[src/rtl/mem_dual_arbiter.sv]
// mem_dual_arbiter: round-robin arbiter granting up to two requesters per cycle onto a dual-port RAM.
module mem_dual_arbiter #(
  parameter int WIDTH = 8,
  parameter int DEPTH = 64,
  parameter int NREQ = 4,
  localparam int AW = $clog2(DEPTH),
  localparam int IW = (NREQ > 1) ? $clog2(NREQ) : 1
) (
  input  logic                  clock,
  input  logic                  rst,
  input  logic [NREQ-1:0]       req,
  input  logic [NREQ-1:0]       req_we,
  input  logic [NREQ*AW-1:0]    req_addr,
  input  logic [NREQ*WIDTH-1:0] req_wdata,
  output logic [NREQ-1:0]       gnt,
  output logic [NREQ-1:0]       rvalid,
  output logic [WIDTH-1:0]      rdata,
  output logic [WIDTH-1:0]      mem_data_0,
  output logic [WIDTH-1:0]      mem_data_1,
  output logic [AW-1:0]         mem_address_0,
  output logic [AW-1:0]         mem_address_1,
  output logic                  mem_wren_0,
  output logic                  mem_wren_1,
  input  logic [WIDTH-1:0]      mem_q_0,
  input  logic [WIDTH-1:0]      mem_q_1
);
  logic [IW-1:0] ptr_q, ptr_d, rv_id0_q, rv_id0_d, rv_id1_q, rv_id1_d;
  logic rv_en0_q, rv_en0_d, rv_en1_q, rv_en1_d;
  logic a_ok, b_ok;
  logic [IW-1:0] a_idx, b_idx, idx;
  logic [IW:0] sum;

  function automatic logic [IW-1:0] inc(input logic [IW-1:0] x);
    return (x == IW'(NREQ - 1)) ? '0 : x + 1'b1;
  endfunction

  // B must differ in address from A and at least one of them must write,
  // which also keeps at most one read returning per cycle.
  always_comb begin
    a_ok = 1'b0;
    b_ok = 1'b0;
    a_idx = '0;
    b_idx = '0;
    sum = '0;
    idx = '0;
    for (int k = 0; k < NREQ; k++) begin
      sum = {1'b0, ptr_q} + (IW+1)'(k);
      idx = IW'(sum >= (IW+1)'(NREQ) ? sum - (IW+1)'(NREQ) : sum);
      if (req[idx] && !rst) begin
        if (!a_ok) begin
          a_ok = 1'b1;
          a_idx = idx;
        end else if (!b_ok && (req_we[idx] || req_we[a_idx]) &&
                     req_addr[idx*AW +: AW] != req_addr[a_idx*AW +: AW]) begin
          b_ok = 1'b1;
          b_idx = idx;
        end
      end
    end
  end

  always_comb begin
    gnt = (a_ok ? NREQ'(1) << a_idx : '0) | (b_ok ? NREQ'(1) << b_idx : '0);
    mem_wren_0 = a_ok && req_we[a_idx];
    mem_wren_1 = b_ok && req_we[b_idx];
    mem_address_0 = a_ok ? req_addr[a_idx*AW +: AW] : '0;
    mem_address_1 = b_ok ? req_addr[b_idx*AW +: AW] : '0;
    mem_data_0 = a_ok ? req_wdata[a_idx*WIDTH +: WIDTH] : '0;
    mem_data_1 = b_ok ? req_wdata[b_idx*WIDTH +: WIDTH] : '0;
    ptr_d = b_ok ? inc(b_idx) : a_ok ? inc(a_idx) : ptr_q;
    rv_en0_d = a_ok && !req_we[a_idx];
    rv_en1_d = b_ok && !req_we[b_idx];
    rv_id0_d = a_idx;
    rv_id1_d = b_idx;
    rvalid = (rv_en0_q ? NREQ'(1) << rv_id0_q : '0) | (rv_en1_q ? NREQ'(1) << rv_id1_q : '0);
    rdata = rv_en0_q ? mem_q_0 : rv_en1_q ? mem_q_1 : '0;
  end

  always_ff @(posedge clock or posedge rst) begin
    if (rst) begin
      ptr_q <= '0;
      rv_id0_q <= '0;
      rv_id1_q <= '0;
      rv_en0_q <= 1'b0;
      rv_en1_q <= 1'b0;
    end else begin
      ptr_q <= ptr_d;
      rv_id0_q <= rv_id0_d;
      rv_id1_q <= rv_id1_d;
      rv_en0_q <= rv_en0_d;
      rv_en1_q <= rv_en1_d;
    end
  end
endmodule

[config.mk]
export PLATFORM = sky130hd
export DESIGN_NAME = mem_dual_arbiter
export DESIGN_NICKNAME = d
export VERILOG_FILES = /design/src/rtl/mem_dual_arbiter.sv
export SDC_FILE = /design/constraint.sdc
export NUM_CORES = 1
export LEC_CHECK = 0
export CORE_MARGIN = 2
export CORE_UTILIZATION = 46
export CTS_CLUSTER_DIAMETER = 30
export DETAILED_ROUTE_END_ITERATION = 7
export PLACE_DENSITY = 0.84
export SYNTH_ARGS = -nofsm -noshare
export SYNTH_HDL_FRONTEND = slang
export SYNTH_SLANG_ARGS = --single-unit
[constraint.sdc]
create_clock -name clock -period 8.9 [get_ports clock]
set_input_delay 1.78 -clock clock [delete_from_list [all_inputs] [get_ports clock]]
set_output_delay 1.78 -clock clock [all_outputs]
set_load 0.01 [all_outputs]
==> results of run 1 <==
-- power groups by stage --
stage | sequential [mW] | clock [mW] | combinational (mW)
after floorplan | 0.0615 | 0 | 0.855
after global placement | 0.0945 | 0 | 1.16
after detailed placement | 0.0968 | 0 | 1.19
after CTS | 0.0963 | 0.0453 | 1.20
after global routing | 0.102 | 0.0478 | 1.28
final | 0.0963 | 0.0449 | 1.20
-- kinds of logic after synthesis --
logic type	Yosys count	share of synthesized area [%]
XOR/XNOR	18	4.76
flip-flops	8	6.04
buffers and inverters	41	6.23
adder cells (fa/ha/maj)	11	4.08
multiplexers	113	51.7
AND/OR/NAND/NOR	73	12.0
AO/OA/AOI/OAI	69	15.1
-- flip-flops by register name (all words and copies together), names as in the netlist --
| name | cells |
|---|---|
| rv_id0_q | 2 |
| ptr_q | 2 |
| rv_id1_q | 2 |
| rv_en0_q | 1 |
| rv_en1_q | 1 |
-- metal layers --
layer	share of wire, %	routed length, µm
met5	0	0
met4	2.3	239
met3	7.2	740
met2	53	5380
met1	38	3860
-- cell type report --
| class | instances | share of cell area [%] |
|---|---|---|
| multi-input cells | 284 | 61.6 |
| repair buffers | 144 | 29.8 |
| flip-flops and latches | 8 | 4.26 |
| well taps | 96 | 2.54 |
| clock buffers | 4 | 0.952 |
| inverters | 10 | 0.793 |
-- Yosys cell counts (10+ instances only) --
cell     count
ha_1        10
a22o_1      11
mux2i_1     64
mux4_2      46
buf_2       15
xnor2_1     10
and2_1      16
o22ai_1     17
nand2_1     11
nor2_1      18
-- worst max-delay path: cells and delay by family --
kind	cells	cell delay [ns]
buffers and inverters	7	1.78
AND/OR/NAND/NOR	3	0.91
AO/OA/AOI/OAI	5	1.08
adder cells (fa/ha/maj)	2	0.33
multiplexers	2	0.70
XOR/XNOR	1	0.16
-- what timing repair did --
item / CTS / global route
setup endpoints to repair: 0 / 12
resized for setup: 0 / 0
hold buffers: 0 / 0
setup buffers: 0 / 2
-- final timing paths --
| check | endpoint | cells after the start |
|---|---|---|
| setup / recovery | gnt[1] | 20 |
| hold / removal | rv_en1_q | 3 |
| setup reg to reg | ptr_q[1] | 14 |
| hold reg to reg | rv_en1_q | 3 |
| max in group asynchronous | ptr_q[0] | 2 |
| min in group asynchronous | ptr_q[1] | 2 |
==> results.toml, run 1 <==
[run_status]
status = "finished clean"

[floorplanning]
die-area_um2 = 7900
die_width_um = 88.9
chipHeight_um = 88.9
floorplan.initialDensity_pct = 48.3
num_rows = 30
design.core.area_um2 = 6870
ios = 128

[placed_design]
dp.cells = 540
finalWeightedCongestion = 0.894
postPlaceCellArea_um2 = 4670
dp_hpwl_um = 7910
io_buffer_count = 127
place_ws_ns = 0.241

[finish]
post-route-util_pct = 68.9
antenna_diode_count = 0
post_route_cells_drive_above_1_share_pct = 18.0
final_non_filler_cells = 546
layout-area-overhead-vs-synth_pct = 42.8
commonest_cells_after_routing_fill_and_taps_aside = "127 x clkdlybuf4s50_1, 64 x mux2i_1, 46 x mux4_2"
storage_element_area_um2 = 201
num-fill-cells = 526
fin_area_um2 = 4730
most_frequent_standard_cell_in_the_layout_excluding_fill_and_tap_cells = "clkdlybuf4s50_1"
multiInputGateArea_um2 = 2920
final_net_count = 543

[worst_setup_path]
regToRegSetupSlack_ns = 3.83
cpMaxStageDelayCell = "clkdlybuf4s50_1"
timing.critical_path.slowest_cell_delay_ns = 0.65
critPathArrivalTime_ns = 6.74
peak_fanout_along_the_critical_path = 10
worstSetupStartpointType = "primary input"
path_cells = "clkdlybuf4s50_1 > inv_2 > a211oi_1 > a21oi_1 > nor2_1 > ha_1 > inv_1 > mux2i_1 > buf_4 > mux4_2 > xor2_1 > nor4_2 > a31oi_1 > or3_4 > o211ai_4 > buf_4 > inv_2 > ha_1 > a22o_1 > clkdlybuf4s50_1"
critical_path.reg2reg.startpoint = "ptr_q[0]"
cp.required_ns = 7.12
worst_setup_path_end_kind = "output pin"
timing_worst_setup_path_type = "primary input to output pin"
critical_path.startpoint = "req[1]"

[clock_network]
cts_inserted_buffers = 3
clock_insertion_delay_worst_skew_ns = 0.23
htree_levels = 1
cts.sinks = 8
cts-root-buf = "clkbuf_8"
tritoncts = "done"
clock_slew_at_reported_path_ffs_ns = 0.04
clk_path_buf_depth = 2

[power]
pwr-share-clk_pct = 3.3
power-per-cell-area_nw_per_um2 = 283
switching_share_pct = 45.4
switchingPower_mw = 0.609
power.ir.vdd_worst_uv = 166
leakage_nw = 1.69
total_power_consumption_mw = 1.34
p_seq_share_pct = 7.2
p_int_mw = 0.732
share_comb_of_total_power_pct = 89.5

[global_route]
track_usage_pct = 25.9
top_usage_layer = "met2"
grt_first_pass_wirelength_um = 16300
grt_antenna_before_repair = 0
grt_pass1_vias = 3453
globalRouteMet2Util_pct = 49.1
grt_start_max_net_pins = 27
global_routing_usage_on_met1_pct = 30.3
grt.met3_usage_pct = 3.36
grt-ovfl-total = 0

[routing]
drcViolationCount = 0
route.vias.total = 3444
drt-total-wl_um = 10200
drt_pre_antenna_iters = 5
drtIter0Drc = 161
final_antenna_net_count = 0
wire_per_inst_um = 18.7
viasPerCell = 6.31

[logic_synthesis]
async_flop_share_pct = 100
mappedNetlistNets = 425
synth_cell_type_count = 56
ys_dominant_reg_cell = "dfrtp_1"
postSynthAreaPerCell_um2 = 9.95
netlist_area_um2 = 3310
ys_seq_area_share_pct = 6.04
synth_warnings = 0
synthDominantCellAreaShare_pct = 31.3
synth-seq-cells = 8
synthesis.instances = 333
synth_top_cell_by_area = "mux4_2"
synth_edf_count = 0
synthTopCellsByArea = "mux4_2 31%, mux2i_1 19%, dfrtp_1 6.0%"

[timing]
period_minus_slack_ns = 8.52
finalSetupViolations = 0
tightestPinTransition_ns = 0.691
headroom_to_the_max_slew_limit_pct = 53.7
fin_ws_ns = 0.379
period_utilisation_layout_pct = 95.7
final-hold-violation-count = 0
report.final.slew_viol_count = 0
fin_worst_skew_ns = 0.00701
rsz0062_at_grt = "false"
maxClockFrequency_mhz = 117
totalNegativeSetupSlack_ns = 0
timing.hold.ws_ns = 1.21

[min_path]
worst_hold_path_type = "flop to flop"
hold_path_startpoint = "ptr_q[0]"

[job]
max-cap-violations = 0
Power figures use the tool's default switching activity.
==> run 2: changes to the inputs <==
CORE_UTILIZATION = 35   (was 46)
PLACE_DENSITY = 0.66   (was 0.84)
==> run 2 against run 1 <==
Cell area is 0.66% lower. Sequential power is 12% lower. Highest routed layer unchanged. Routed wire length is 0.39% lower. Setup slack better by 0.098 ns.
==> results.toml, run 2 (synthesized netlist as in run 1, its figures left out) <==
[global_route]
grt_first_pass_wirelength_um = 16300
grt_antenna_before_repair = 0
track_usage_pct = 19.5
grt_pass1_vias = 3221
grt_start_max_net_pins = 33
grt-ovfl-total = 0

[timing]
timing.hold.ws_ns = 1.19
fin_worst_skew_ns = 0.00189
finalSetupViolations = 0
fin_ws_ns = 0.477
tightestPinTransition_ns = 0.701
rsz0062_at_grt = "false"
report.final.slew_viol_count = 0
period_utilisation_layout_pct = 94.6
final-hold-violation-count = 0
period_minus_slack_ns = 8.42
totalNegativeSetupSlack_ns = 0
maxClockFrequency_mhz = 119
headroom_to_the_max_slew_limit_pct = 53.0

[clock_network]
postcts_setup_bufs = 0
clk_path_buf_depth = 2
cts.sinks = 8
htree_levels = 1
clock_insertion_delay_worst_skew_ns = 0.23
post_cts_resize_count = 0
cts-root-buf = "clkbuf_8"
clock_slew_at_reported_path_ffs_ns = 0.04
cts_hold_bufs = 0
tritoncts = "done"
cts_inserted_buffers = 3

[power]
power.ir.vdd_worst_uv = 134
leakage_nw = 1.66
power-per-cell-area_nw_per_um2 = 277

[finish]
num-fill-cells = 860
post_route_cells_drive_above_1_share_pct = 17.1
commonest_cells_after_routing_fill_and_taps_aside = "127 x clkdlybuf4s50_1, 64 x mux2i_1, 46 x mux4_2"
most_frequent_standard_cell_in_the_layout_excluding_fill_and_tap_cells = "clkdlybuf4s50_1"
layout-area-overhead-vs-synth_pct = 41.8
antenna_diode_count = 0
final_net_count = 538
fin_area_um2 = 4700
largestRegisters = "ptr_q x2, rv_id0_q x2, rv_id1_q x2"

[worst_setup_path]
timing_worst_setup_path_type = "primary input to output pin"
timing.critical_path.slowest_cell_delay_ns = 0.66
critical_path.startpoint = "req[1]"
reg2regPathDepth = 17
path_cells = "clkdlybuf4s50_1 > inv_2 > a211oi_1 > a21oi_1 > nor2_1 > ha_1 > inv_1 > mux2i_1 > buf_4 > mux4_2 > xor2_1 > nor4_2 > a31oi_1 > or3_4 > o211ai_4 > buf_4 > inv_2 > ha_1 > a22o_1 > clkdlybuf4s50_1"
worst_setup_path_end_kind = "output pin"
cp.required_ns = 7.12
critical_path.reg2reg.startpoint = "ptr_q[0]"
r2r-end = "ptr_q[1]"
critPathArrivalTime_ns = 6.64
worstPathBufferInverterCount = 7
regToRegSetupSlack_ns = 4.23
worstSetupStartpointType = "primary input"
peak_fanout_along_the_critical_path = 19
cpMaxStageDelayCell = "clkdlybuf4s50_1"
cpLargestDelayFamily = "buffers and inverters"

[routing]
drcViolationCount = 0
drt_pre_antenna_iters = 4
wire_per_inst_um = 18.3
drt-total-wl_um = 10200
drtIter0Drc = 99
final_antenna_net_count = 0
viasPerCell = 5.91
route.vias.total = 3285

[min_path]
hold_path_startpoint = "ptr_q[1]"
worst_hold_path_type = "flop to flop"
hold-path-endpoint = "ptr_q[1]"
hold_path_depth = 2

[floorplanning]
ios = 128
die-area_um2 = 10300
num_rows = 35
design.core.area_um2 = 9200
floorplan.initialDensity_pct = 36.0
die_width_um = 101
chipHeight_um = 101

[placed_design]
finalWeightedCongestion = 0.839
place_ws_ns = 0.494
dp_hpwl_um = 7810
io_buffer_count = 127
postPlaceCellArea_um2 = 4660

[run_status]
status = "finished clean"

[job]
max-cap-violations = 0
[run 2: changes by cell type in the layout (fill, tap and decap cells not counted), sizes merged]
cell / before / now
buf: 17 / 12
[run 2: metal layers]
metal  vias to the layer above  part of all wire [%]  global-route usage (%)
met1                      1600                    41                    25.4
li1                       1551                     -                       -
met3                         7                   6.9                    2.76
met4                         0                  0.84                    3.43
met5                         -                     0                       0
met2                       127                    51                    34.8
[run 2: worst max-delay path by stage]
stage	to	slack (ns)	depth (start not counted)
3_5_place_dp	gnt[0]	0.49	20
5_1_grt	gnt[0]	0.13	20
2_1_floorplan	gnt[0]	1.51	19
6_report	gnt[0]	0.48	20
4_1_cts	gnt[0]	0.48	20
3_3_place_gp	gnt[0]	0.62	20
[run 2: power by group]
part / switching (mW) / total, mW / internal, mW
combinational: 0.536 / 1.17 / 0.633
clock: 0.0157 / 0.0468 / 0.0312
sequential: 0.0328 / 0.0846 / 0.0518
total: 0.585 / 1.30 / 0.716
[run 2: final cells by class]
type,count,area (µm²),share of cell area [%]
inverter,10,37.5,0.799
tap,111,139,2.95
timing repair buffer,139,1360,29.0
multi-input combinational,284,2920,62.0
clock buffer,4,45.0,0.958
sequential,8,201,4.29
[run 2: worst min-delay path, stage by stage (launching register included)]
cell and delay [ns]:
dfrtp_1 0.48, buf_4 0.31, a221o_1 0.35
[run 2: metrics by stage]
| stage | cells | total power, mW | utilization [%] |
|---|---|---|---|
| after floorplan | 333 | 0.916 | - |
| after global placement | 552 | 1.24 | 50.6 |
| after detailed placement | 552 | 1.26 | 50.6 |
| after CTS | 556 | 1.31 | 51.1 |
| after global routing | 556 | 1.40 | 51.1 |
| final | 556 | 1.30 | 51.1 |
